[src/rtl/matrix_pkg.sv]
// Shared constants and state encoding for the LED-matrix frame capture block.
package matrix_pkg;
   localparam int MATRIX_COLS = 16;
   localparam int MATRIX_ROWS = 16;
   localparam int FRAME_BITS  = MATRIX_COLS * MATRIX_ROWS;
   localparam int COL_BITS    = $clog2(MATRIX_COLS);

   typedef enum logic {
      SYNC    = 1'b0,
      CAPTURE = 1'b1
   } state_t;
endpackage

[src/rtl/matrix_frame_capture_if.sv]
// Column-scan stream into the capture block and the rebuilt frame/status out of it.
interface matrix_frame_capture_if;
   import matrix_pkg::*;

   logic [MATRIX_ROWS-1:0] data_col;
   logic [COL_BITS-1:0]    curr_col;
   logic [FRAME_BITS-1:0]  frame;
   logic                   frame_valid;
   logic                   seq_error;
   logic                   locked;
   logic [7:0]             frame_count;

   modport master (
      output data_col, curr_col,
      input  frame, frame_valid, seq_error, locked, frame_count
   );

   modport slave (
      input  data_col, curr_col,
      output frame, frame_valid, seq_error, locked, frame_count
   );
endinterface

[src/rtl/scan_stability_det.sv]
// Emits one sample pulse per column dwell once column index and data have been
// unchanged for STABLE_CYCLES consecutive edges.
module scan_stability_det
   import matrix_pkg::*;
#(
   parameter int STABLE_CYCLES = 4
) (
   input  logic                   clock,
   input  logic                   reset,
   input  logic [COL_BITS-1:0]    curr_col,
   input  logic [MATRIX_ROWS-1:0] data_col,
   output logic                   sample_pulse,
   output logic [COL_BITS-1:0]    sample_col,
   output logic [MATRIX_ROWS-1:0] sample_data
);
   localparam logic [7:0] CNT_MAX = 8'(STABLE_CYCLES);
   localparam logic [7:0] CNT_HIT = 8'(STABLE_CYCLES - 1);

   logic [COL_BITS-1:0]    prev_col_reg;
   logic [MATRIX_ROWS-1:0] prev_data_reg;
   logic [7:0]             cnt_reg;
   logic                   sampled_reg;
   logic                   same;

   assign same         = (curr_col == prev_col_reg) && (data_col == prev_data_reg);
   assign sample_pulse = same && (cnt_reg == CNT_HIT) && !sampled_reg;
   assign sample_col   = prev_col_reg;
   assign sample_data  = prev_data_reg;

   always_ff @(posedge clock) begin
      if (reset) begin
         prev_col_reg  <= '0;
         prev_data_reg <= '0;
         cnt_reg       <= '0;
         sampled_reg   <= 1'b0;
      end else begin
         prev_col_reg  <= curr_col;
         prev_data_reg <= data_col;
         if (!same)
            cnt_reg <= 8'd1;
         else if (cnt_reg != CNT_MAX)
            cnt_reg <= cnt_reg + 8'd1;
         // Only a new column opens a new dwell; a data change just restarts the count.
         if (curr_col != prev_col_reg)
            sampled_reg <= 1'b0;
         else if (sample_pulse)
            sampled_reg <= 1'b1;
      end
   end
endmodule

[src/rtl/matrix_frame_capture.sv]
// Rebuilds 16x16 frames from the column-scan stream, publishing a frame only
// after columns 0..15 were sampled in order and pulsing seq_error otherwise.
module matrix_frame_capture
   import matrix_pkg::*;
#(
   parameter int STABLE_CYCLES = 4,
   parameter int COLS          = MATRIX_COLS,
   parameter int ROWS          = MATRIX_ROWS
) (
   input  logic                   clock,
   input  logic                   reset,
   matrix_frame_capture_if.slave  bus
);
   localparam logic [COL_BITS-1:0] LAST_COL = COL_BITS'(COLS - 1);

   state_t                    state_reg, state_next;
   logic [COL_BITS-1:0]       expect_reg, expect_next;
   logic [COLS-1:0][ROWS-1:0] shadow_reg, shadow_next;
   logic [FRAME_BITS-1:0]     frame_reg, frame_next;
   logic                      frame_valid_reg, frame_valid_next;
   logic                      seq_error_reg, seq_error_next;
   logic [7:0]                frame_count_reg, frame_count_next;
   logic                      shadow_we;
   logic                      shadow_clear;

   logic                      sample_pulse;
   logic [COL_BITS-1:0]       sample_col;
   logic [MATRIX_ROWS-1:0]    sample_data;

   scan_stability_det #(
      .STABLE_CYCLES(STABLE_CYCLES)
   ) u_det (
      .clock        (clock),
      .reset        (reset),
      .curr_col     (bus.curr_col),
      .data_col     (bus.data_col),
      .sample_pulse (sample_pulse),
      .sample_col   (sample_col),
      .sample_data  (sample_data)
   );

   always_comb begin
      state_next       = state_reg;
      expect_next      = expect_reg;
      frame_next       = frame_reg;
      frame_valid_next = 1'b0;
      seq_error_next   = 1'b0;
      frame_count_next = frame_count_reg;
      shadow_we        = 1'b0;
      shadow_clear     = 1'b0;
      if (sample_pulse) begin
         case (state_reg)
            SYNC: begin
               if (sample_col == '0) begin
                  shadow_we   = 1'b1;
                  expect_next = COL_BITS'(1);
                  state_next  = CAPTURE;
               end
            end
            CAPTURE: begin
               if (sample_col == expect_reg) begin
                  shadow_we   = 1'b1;
                  expect_next = expect_reg + COL_BITS'(1);
                  if (expect_reg == LAST_COL) begin
                     // Last column goes straight into the frame, not via the shadow.
                     frame_next       = {sample_data, shadow_reg[COLS-2:0]};
                     frame_valid_next = 1'b1;
                     frame_count_next = frame_count_reg + 8'd1;
                  end
               end else begin
                  seq_error_next = 1'b1;
                  shadow_clear   = 1'b1;
                  if (sample_col == '0) begin
                     shadow_we   = 1'b1;
                     expect_next = COL_BITS'(1);
                  end else begin
                     state_next  = SYNC;
                     expect_next = '0;
                  end
               end
            end
            default: state_next = SYNC;
         endcase
      end
   end

   for (genvar gi = 0; gi < COLS; gi++) begin : g_shadow
      assign shadow_next[gi] = (shadow_we && sample_col == COL_BITS'(gi)) ? sample_data :
                               shadow_clear                               ? '0          :
                                                                            shadow_reg[gi];
   end

   always_ff @(posedge clock) begin
      if (reset) begin
         state_reg       <= SYNC;
         expect_reg      <= '0;
         shadow_reg      <= '0;
         frame_reg       <= '0;
         frame_valid_reg <= 1'b0;
         seq_error_reg   <= 1'b0;
         frame_count_reg <= '0;
      end else begin
         state_reg       <= state_next;
         expect_reg      <= expect_next;
         shadow_reg      <= shadow_next;
         frame_reg       <= frame_next;
         frame_valid_reg <= frame_valid_next;
         seq_error_reg   <= seq_error_next;
         frame_count_reg <= frame_count_next;
      end
   end

   assign bus.frame       = frame_reg;
   assign bus.frame_valid = frame_valid_reg;
   assign bus.seq_error   = seq_error_reg;
   assign bus.locked      = (state_reg == CAPTURE);
   assign bus.frame_count = frame_count_reg;
endmodule

[src/flat_wrapper.sv]
// flat-port wrapper written by rule: the top's interface ports become plain ports
module matrix_frame_capture_flat import matrix_pkg::*;
#(
   parameter int STABLE_CYCLES = 4,
   parameter int COLS          = MATRIX_COLS,
   parameter int ROWS          = MATRIX_ROWS
)
  (clock, reset, bus_data_col, bus_curr_col, bus_frame, bus_frame_valid, bus_seq_error, bus_locked, bus_frame_count);
  matrix_frame_capture_if bus_i ();
  input  logic clock;
  input  logic reset;
  input wire logic [$bits(bus_i.data_col)-1:0] bus_data_col;
  input wire logic [$bits(bus_i.curr_col)-1:0] bus_curr_col;
  output wire logic [$bits(bus_i.frame)-1:0] bus_frame;
  output wire logic [$bits(bus_i.frame_valid)-1:0] bus_frame_valid;
  output wire logic [$bits(bus_i.seq_error)-1:0] bus_seq_error;
  output wire logic [$bits(bus_i.locked)-1:0] bus_locked;
  output wire logic [$bits(bus_i.frame_count)-1:0] bus_frame_count;
  assign bus_i.data_col = bus_data_col;
  assign bus_i.curr_col = bus_curr_col;
  assign bus_frame = bus_i.frame;
  assign bus_frame_valid = bus_i.frame_valid;
  assign bus_seq_error = bus_i.seq_error;
  assign bus_locked = bus_i.locked;
  assign bus_frame_count = bus_i.frame_count;
  matrix_frame_capture #(.STABLE_CYCLES(STABLE_CYCLES), .COLS(COLS), .ROWS(ROWS)) u_core (.clock(clock), .reset(reset), .bus(bus_i));
endmodule
[config.mk]
export PLATFORM = sky130hd
export DESIGN_NAME = matrix_frame_capture_flat
export DESIGN_NICKNAME = d
export VERILOG_FILES = /design/src/rtl/matrix_pkg.sv /design/src/rtl/matrix_frame_capture_if.sv /design/src/rtl/scan_stability_det.sv /design/src/rtl/matrix_frame_capture.sv /design/src/flat_wrapper.sv
export SDC_FILE = /design/constraint.sdc
export NUM_CORES = 1
export LEC_CHECK = 0
export ABC_AREA = 1
export CAP_MARGIN = 20
export CORE_AREA = 2 2 197 199
export DETAILED_ROUTE_END_ITERATION = 7
export DIE_AREA = 0 0 199 201
export HOLD_SLACK_MARGIN = 0.06
export PLACE_DENSITY_LB_ADDON = 0.2
export SLEW_MARGIN = 0
export SYNTH_ARGS = -nofsm -noshare
export SYNTH_HDL_FRONTEND = slang
export SYNTH_HIERARCHICAL = 1
export SYNTH_SLANG_ARGS = --single-unit
[constraint.sdc]
create_clock -name clock -period 3.3 [get_ports clock]
set_input_delay 0.66 -clock clock [delete_from_list [all_inputs] [get_ports clock]]
set_output_delay 0.66 -clock clock [all_outputs]
set_load 0.005 [all_outputs]
== Yosys cells after proc, flatten, opt, wreduce, memory -nomap -nowiden ==
Cells that the tools add are included.
Operators by class
  $add $sub $neg: 3
  $mul: 0
  div/mod/pow operators: 0
  $lt $le $gt $ge: 0
  equality and inequality tests: 23
  shift-type cells: 0
  multiplexer cells: 30
  bitwise gates (word level): 4
  reduce and logical (&&, ||, !) cells: 40
Operators with widths (number)
  2-to-1 mux 16 bit: 16
  == test 4 bit, second input constant: 8
  nonzero test 2 bit: 15
  logical AND 1 bit: 18
  adder 8 x 1 -> 8 bit, second input constant: 2
  == test 16 bit: 1
  == test 4 x 3 -> 1 bit, second input constant: 4
  2-to-1 mux 1 bit: 10
  == test 4 x 2 -> 1 bit, second input constant: 2
  == test 4 bit: 2
  == test 8 x 2 -> 1 bit, second input constant: 1
  2-to-1 mux 4 bit: 2
  inequality test 8 x 3 -> 1 bit, second input constant: 1
  case mux 4 bit (2 select lines): 1
  adder 4 x 1 -> 4 bit, second input constant: 1
  == test 4 x 1 -> 1 bit, second input constant: 1
  zero test 4 bit: 1
  inequality test 2 x 1 -> 1 bit, second input constant: 2
  inequality test 4 bit: 1
  inverter 1 bit: 4
  AND reduction 4 bit: 1
  OR reduction 2 bit: 2
  OR reduction 4 bit: 1
  case mux 1 bit (2 select lines): 1
  2 further kinds: 2
Storage, ports and cells
  register bits after elaboration: 540
  latch bits: 0
  bits in writable memories: 0
  bits in read-only memories: 0
  input bits: 22
  memories kept: 0

== Depth between registers and ports, before layout ==
Gate-level depths: netlist of the first run.
  depth after elaboration: 7
  mapped depth: 19
  mapped depth without buffers: 16

== Modules after synthesis ==
The synthesis of the first run kept the hierarchy.
Modules (own cells, without submodules)
  matrix_frame_capture: instances 1, cells an instance 2359, area each 18845.6 µm², sequential area each 10229.8 µm²
  scan_stability_det: instances 1, cells an instance 185, area each 1340.0 µm², sequential area each 580.6 µm²

== Least setup slack after synthesis of the first run ==
OpenSTA, ideal clock, no wires.
  path kind: input to register
  start point: in bus_curr_col[1]
  end point: reg u_core/shadow_reg[213] (netlist bit)
  arrival time: 2410 ps
  setup slack: 758 ps
  stages: 16
  cells stage by stage: xor2_1 nor2_1 nand2_1 nor2_4 nand3_1 inv_1 buf_4 nand2_1 inv_1 nand3_2 nand2_4 buf_8 nand2_2 buf_6 nand3_1 a21oi_1
Between the ends
  cells in the longest elaborated chain, start to end: 7
Ends and longest elaborated chain
  start: declaration: RTL line flat_wrapper.sv:13  | input wire logic [$bits(bus_i.curr_col)-1:0] bus_curr_col;
  == test 4 bit (*): RTL line scan_stability_det.sv:25  | assign same = (curr_col == prev_col_reg) && (data_col == prev_data_reg);
  logical AND 1 bit (*): RTL line scan_stability_det.sv:25
  logical AND 1 bit (*) (2 in series): RTL line scan_stability_det.sv:26  | assign sample_pulse = same && (cnt_reg == CNT_HIT) && !sampled_reg;
  via u_core.sample_pulse: RTL line matrix_frame_capture.sv:26  | logic sample_pulse;
  2-to-1 mux 1 bit: RTL line matrix_frame_capture.sv:51  | if (sample_pulse) begin
  logical AND 1 bit: RTL line matrix_frame_capture.sv:88  | assign shadow_next[gi] = (shadow_we && sample_col == COL_BITS'(gi)) ? sample_data :
  2-to-1 mux 16 bit or nonzero test 2 bit (tied branches)
  end signal: assignment: RTL line matrix_frame_capture.sv:105  | shadow_reg <= shadow_next;
  end: declaration: RTL line matrix_frame_capture.sv:18  | logic [COLS-1:0][ROWS-1:0] shadow_reg, shadow_next;
The timed path passes the listed nets; every way through them passes the cells marked *.
A chain may end at the register's enable or synchronous reset.

== Worst setup path in the final report of the first run ==
  start point: in bus_curr_col[0]
  end point: reg u_core/shadow_reg[113] (netlist bit)
The elaborated chain is that of the path after synthesis.

==> results by group, run 1 <==
Finish
  • FF+latch area: between 10000 and 15000 um^2
  • Commonest non-fill, non-tap cells in the layout: nand2_1 (585), dfxtp_1 (531), a21oi_1 (506)
  • Share of cells above drive strength 1: 0.0757
  • Most common cell after layout, fill and taps aside: nand2_1
  • Max reg flops: about 260
  • Design Area, Final: ~25000 um^2
  • # diodes: 0
  • Cell Count, Final, Fillers Out: between 3k and 4k
  • Final nets: between 2k and 3k
  • Fill cells: ~3.2k
  • Final Util: 0.661
  • Area growth syn-to-layout: 24.8%
  • Area of the multi-input gates: 8090 um^2

Floorplan
  • I/O pin count: 289
  • Die area: roughly 40000 um^2
  • Initial core utilization: 0.530
  • Die Span X: a little under 200 um
  • # rows: ~70
  • Core box area: between 30000 and 40000 um^2
  • Die Ht: between 200 and 250 um

Clock tree
  • CTS tree: yes
  • Clock Path Buffers: 3
  • Worst-path clk slew: about 0.06 ns
  • Clock Tree Root: clkbuf_16
  • Num CTS Buffers: 52
  • H-Tree Depth: 2
  • Clock sink count: 540
  • Worst skew pair latency: 0.59 ns
  • Post-CTS setup buffers: 0
  • Hold-fix buffers, CTS: 0
  • Post-CTS Resized: 0

Synth
  • Post-synth top area share: 0.536
  • Cell area after synthesis: around 20000 um^2
  • Yosys warns: 6
  • #FFs+latches synth: 540
  • Yosys top cell by area: dfxtp_1
  • Syn nets: 2570
  • Sequential cell area fraction in the yosys report: 0.536
  • Gate count after technology mapping: roughly 2.5k
  • Number of distinct library cells after synthesis: 30
  • Avg Synthesized Cell Area: ~8 um^2
  • Ranking of synthesized cells by area: dfxtp_1 (54%), a21oi_1 (13%), nand3_1 (12%)

Timing
  • Final setup skew: slightly below 0.01 ns
  • Slew Viols, Final: 0
  • Fin. Hold Viols: 0
  • Final period util: 0.872
  • RSZ-0062 raised after global routing: false
  • Worst Tran Pin Value: 0.847 ns
  • Slew Limit Headroom: 0.433
  • Post-route setup TNS: 0 ns
  • Period minus WS final: between 2 and 3 ns
  • WHS: about 0.46 ns
  • Final worst slack: 0.422 ns
  • FMAX: 347 MHz
  • Setup violators final: 0

Power
  • Switch Pwr: 2.79 mW
  • Leakage: 8.36 nW
  • Max VDD drop: roughly 0.4 mV
  • Pwr Density: slightly above 500 nW/um^2
  • Int Power: roughly 10 mW
  • Comb pwr share: 0.030
  • Seq pwr share: 0.509
  • Power consumption: ~13 mW
  • Clock Power Share: 0.462
  • Sw Ratio: 0.217

Place
  • # port buffers: 288
  • Pre-CTS setup slack: -0.113 ns
  • DP Area: ~23000 um^2
  • Dpl hpwl: around 36000 um
  • Gpl congestion: 0.795
  • # placed instances: 3186

Job
  • Max capacitance violation total: 0

GRT
  • Number of global-route vias before repair: 16.7k
  • Largest net degree at the start of global routing: 131
  • Antenna violations before repair: 0
  • First-pass GRT wire length: approximately 90000 um
  • Overflow after GRT: 0
  • GRT Resource Usage Total: 0.289

Detailed routing
  • Detailed-route vias per instance: about 5.6
  • Initial DRC count: around 1.8k
  • Post-DRT Antenna Nets: 0
  • DR vias: about 18k
  • Total detailed-routing wirelength: around 59000 um
  • DR DRC count: 0
  • DR pass1 iterations: 5
  • Wirelength per Cell: 18.0 um

Setup path
  • WS Path Type: input pin to flop
  • Crit Path Max Fanout: 30
  • CP Launch Type: input pin
  • CP endpoint kind: flop
  • Worst path arrival time: about 3.3 ns
  • Worst path required time: 3.74 ns
  • R2R cell count: 14

Run status
  • Status: complete, no violations

Min path
  • Worst min path class: flop to flop
  • Worst Hold Path Cells: 2
## per-layer routing
metal  GRT usage  vias up  share of wire
li1            -     8852              -
met1       0.415     8711           0.44
met2       0.436      732           0.45
met3      0.0526      122          0.078
met4      0.0999        0          0.032
met5           0        -              0
## cell usage after synthesis
cell type    n
nand2_1    585
dfxtp_1    540
a21oi_1    506
nand3_1    496
clkbuf_1   108
buf_2       78
nor2_1      56
inv_1       41
buf_4       28
xor2_1      19
buf_1       12
inv_2       12
nand2_4     11
nor2_2      10
nand2_2      7
buf_6        5
o21ai_0      5
ha_1         4
nand4_1      4
nor2_4       3
a21oi_2      2
nand3_2      2
nor3_1       2
xnor2_1      2
and2_0       1
buf_8        1
nor3_2       1
nor4_1       1
o21a_1       1
o31ai_1      1
## cells by family after synthesis
logic type / Yosys count / share of synthesized area
xor+xnor: 21 / 0.00911
flops: 540 / 0.536
fa+ha+maj: 4 / 0.00248
buf+inv: 285 / 0.0655
compound gates: 515 / 0.128
simple gates: 1179 / 0.259
## cell type report
| type | count | area share |
|---|---|---|
| Clock buffer | 81 | 0.0636 |
| Clock inverter | 12 | 0.00437 |
| Inverter | 53 | 0.00820 |
| Multi-Input combinational cell | 1719 | 0.321 |
| Sequential cell | 540 | 0.430 |
| Tap cell | 518 | 0.0257 |
| Timing Repair Buffer | 356 | 0.147 |
## worst max-delay path, cell delays in order
cell	delay (ns)
clkdlybuf4s50_1	0.45
xor2_1	0.17
nor2_1	0.18
nand2_1	0.12
nor2_4	0.19
nand3_1	0.13
inv_1	0.09
nand2_1	0.10
inv_1	0.11
nand3_2	0.15
nand2_8	0.25
buf_12	0.23
nand2_2	0.21
nand3_1	0.15
a21oi_1	0.09
## path summary, 6_finish.rpt
kind | slack (ns) | from | endpoint
setup / recovery | 0.42 | bus_curr_col[0] | u_core/shadow_reg[113]
hold / removal | 0.46 | u_core/shadow_reg[178] | u_core/bus.frame[178]
setup reg to reg | 0.48 | u_core/u_det/sample_col[2] | u_core/shadow_reg[113]
hold reg to reg | 0.46 | u_core/shadow_reg[178] | u_core/bus.frame[178]
## power groups by stage
stage	registers (mW)	logic (mW)	clock network, mW
detailed placement	6.70	0.369	0
floorplan	6.69	0.207	0
global route	6.55	0.397	6.30
finish	6.55	0.380	5.94
CTS	6.55	0.370	6.02
global placement	6.69	0.364	0
Power figures use the tool's default switching activity.
==> run 2, diff against run 1 <==
Settings changed: CORE_AREA 2 2 197 199 to 2 2 140 279, DIE_AREA 0 0 199 201 to 0 0 142 281.
==> results by group, run 2 (synthesis results as in run 1) <==
Run status
  • Status: complete, no violations

Clock tree
  • Worst-path clk slew: roughly 0.07 ns
  • Clock sink count: 540
  • Clock Path Buffers: 3
  • Num CTS Buffers: 45
  • Hold-fix buffers, CTS: 0
  • Clock Tree Root: clkbuf_16
  • Post-CTS Resized: 0
  • CTS tree: yes
  • H-Tree Depth: 2
  • Post-CTS setup buffers: 0
  • Worst skew pair latency: ~0.57 ns

Detailed routing
  • Post-DRT Antenna Nets: 0
  • Total detailed-routing wirelength: 61100 um
  • Wirelength per Cell: approximately 19 um
  • DR vias: 18.6k
  • DR DRC count: 0
  • DR pass1 iterations: 6
  • Detailed-route vias per instance: 5.77
  • Initial DRC count: between 1.5k and 2k

Timing
  • Final period util: 0.863
  • Slew Viols, Final: 0
  • Final setup skew: 0.0202 ns
  • Fin. Hold Viols: 0
  • Setup violators final: 0
  • FMAX: approximately 350 MHz
  • RSZ-0062 raised after global routing: false
  • Period minus WS final: 2.85 ns
  • Worst Tran Pin Value: between 0.8 and 0.9 ns
  • Slew Limit Headroom: 0.428
  • Post-route setup TNS: 0 ns

GRT
  • Number of global-route vias before repair: roughly 18k
  • GRT Resource Usage Total: 0.296
  • Largest net degree at the start of global routing: about 110
  • Antenna violations before repair: 0
  • Overflow after GRT: 0
  • First-pass GRT wire length: between 90000 and 100000 um

Power
  • Leakage: a little over 8 nW
  • Max VDD drop: 0.459 mV
  • Pwr Density: ~490 nW/um^2

Setup path
  • CP Launch Type: input pin
  • Crit Path Max Fanout: 28
  • Worst path required time: roughly 3.7 ns
  • Worst path arrival time: about 3.3 ns
  • CP endpoint kind: flop
  • WS Path Type: input pin to flop

Floorplan
  • Die Span X: ~140 um
  • Die Ht: between 200 and 300 um
  • Core box area: 37800 um^2
  • Die area: about 40000 um^2
  • # rows: approximately 100
  • Initial core utilization: 0.534
  • I/O pin count: approximately 290

Finish
  • Design Area, Final: approximately 25000 um^2
  • Max reg flops: 256
  • # diodes: 0
  • Area growth syn-to-layout: 23.8%
  • Share of cells above drive strength 1: 0.0746
  • Most common cell after layout, fill and taps aside: nand2_1
  • Commonest non-fill, non-tap cells in the layout: nand2_1 (585), dfxtp_1 (534), a21oi_1 (506)
  • Final nets: between 2k and 3k
  • Final Util: 0.661

Min path
  • Worst min path class: flop to flop

Place
  • DP Area: between 20000 and 25000 um^2
  • Dpl hpwl: just under 40000 um
  • # port buffers: around 290
  • Gpl congestion: ~0.85

Job
  • Max capacitance violation total: 0
run 2: changes by cell type in the layout (fill, tap and decap cells not counted), sizes merged:
| cell | previous run | this run |
|---|---|---|
| clkinv | 10 | 7 |
| inv | 53 | 54 |
| clkbuf | 81 | 67 |
| bufinv | 2 | 3 |
| buf | 69 | 84 |
run 2: final cells by class:
class,instances,area (um^2)
fill,3211,12800
sequential,540,10800
multi-input combinational,1719,8090
timing repair buffer,371,3820
clock buffer,67,1340
tap,463,579
inverter,53,206
clock inverter,11,134
run 2: critical path, cell delays in order:
cell and delay [ns]:
clkdlybuf4s50_1 0.49, nand2_1 0.07, nand2_1 0.08, nand2_1 0.06, nor2_1 0.17, nand2_1 0.14, nor2_4 0.10, nand3_1 0.09
inv_1 0.09, nand2_1 0.09, inv_1 0.19, nand3_2 0.17, nand2_8 0.16, buf_12 0.21, nand2_2 0.23, nand3_1 0.16
a21oi_1 0.09
run 2: stage by stage:
stage / worst slack, ns / hold WS, ns / total power [mW] / std cells
2_1_floorplan: 0.758 / 0.440 / 6.89 / 2544
3_3_place_gp: 0.0160 / 0.448 / 7.06 / 3146
3_5_place_dp: -0.129 / 0.455 / 7.06 / 3146
4_1_cts: 0.461 / 0.461 / 12.4 / 3224
5_1_grt: 0.227 / 0.475 / 12.7 / 3224
6_report: 0.451 / 0.460 / 12.3 / 3224
run 2: per-layer routing:
metal	up-vias	track usage	share of wire
met1	8746	0.334	0.36
met2	814	0.525	0.51
met3	200	0.0370	0.064
met4	0	0.179	0.066
li1	8844	-	-
met5	-	0	0
run 2: power by group:
group	internal (mW)	switching (mW)	total (mW)
Sequential	6.53	0.0157	6.54
Clock	3.04	2.34	5.38
Combinational	0.0817	0.296	0.378
Total	9.65	2.65	12.3
run 2: final timing paths:
kind	startpoint	endpoint	slack, ns	depth (start not counted)
worst max register to register	u_core/u_det/sample_data[8]	u_core/shadow_reg[214]	0.54	16
worst min-delay path	u_core/shadow_reg[102]	u_core/bus.frame[102]	0.46	2
worst max-delay path	bus_data_col[11]	u_core/shadow_reg[214]	0.45	17
worst min register to register	u_core/shadow_reg[102]	u_core/bus.frame[102]	0.46	2
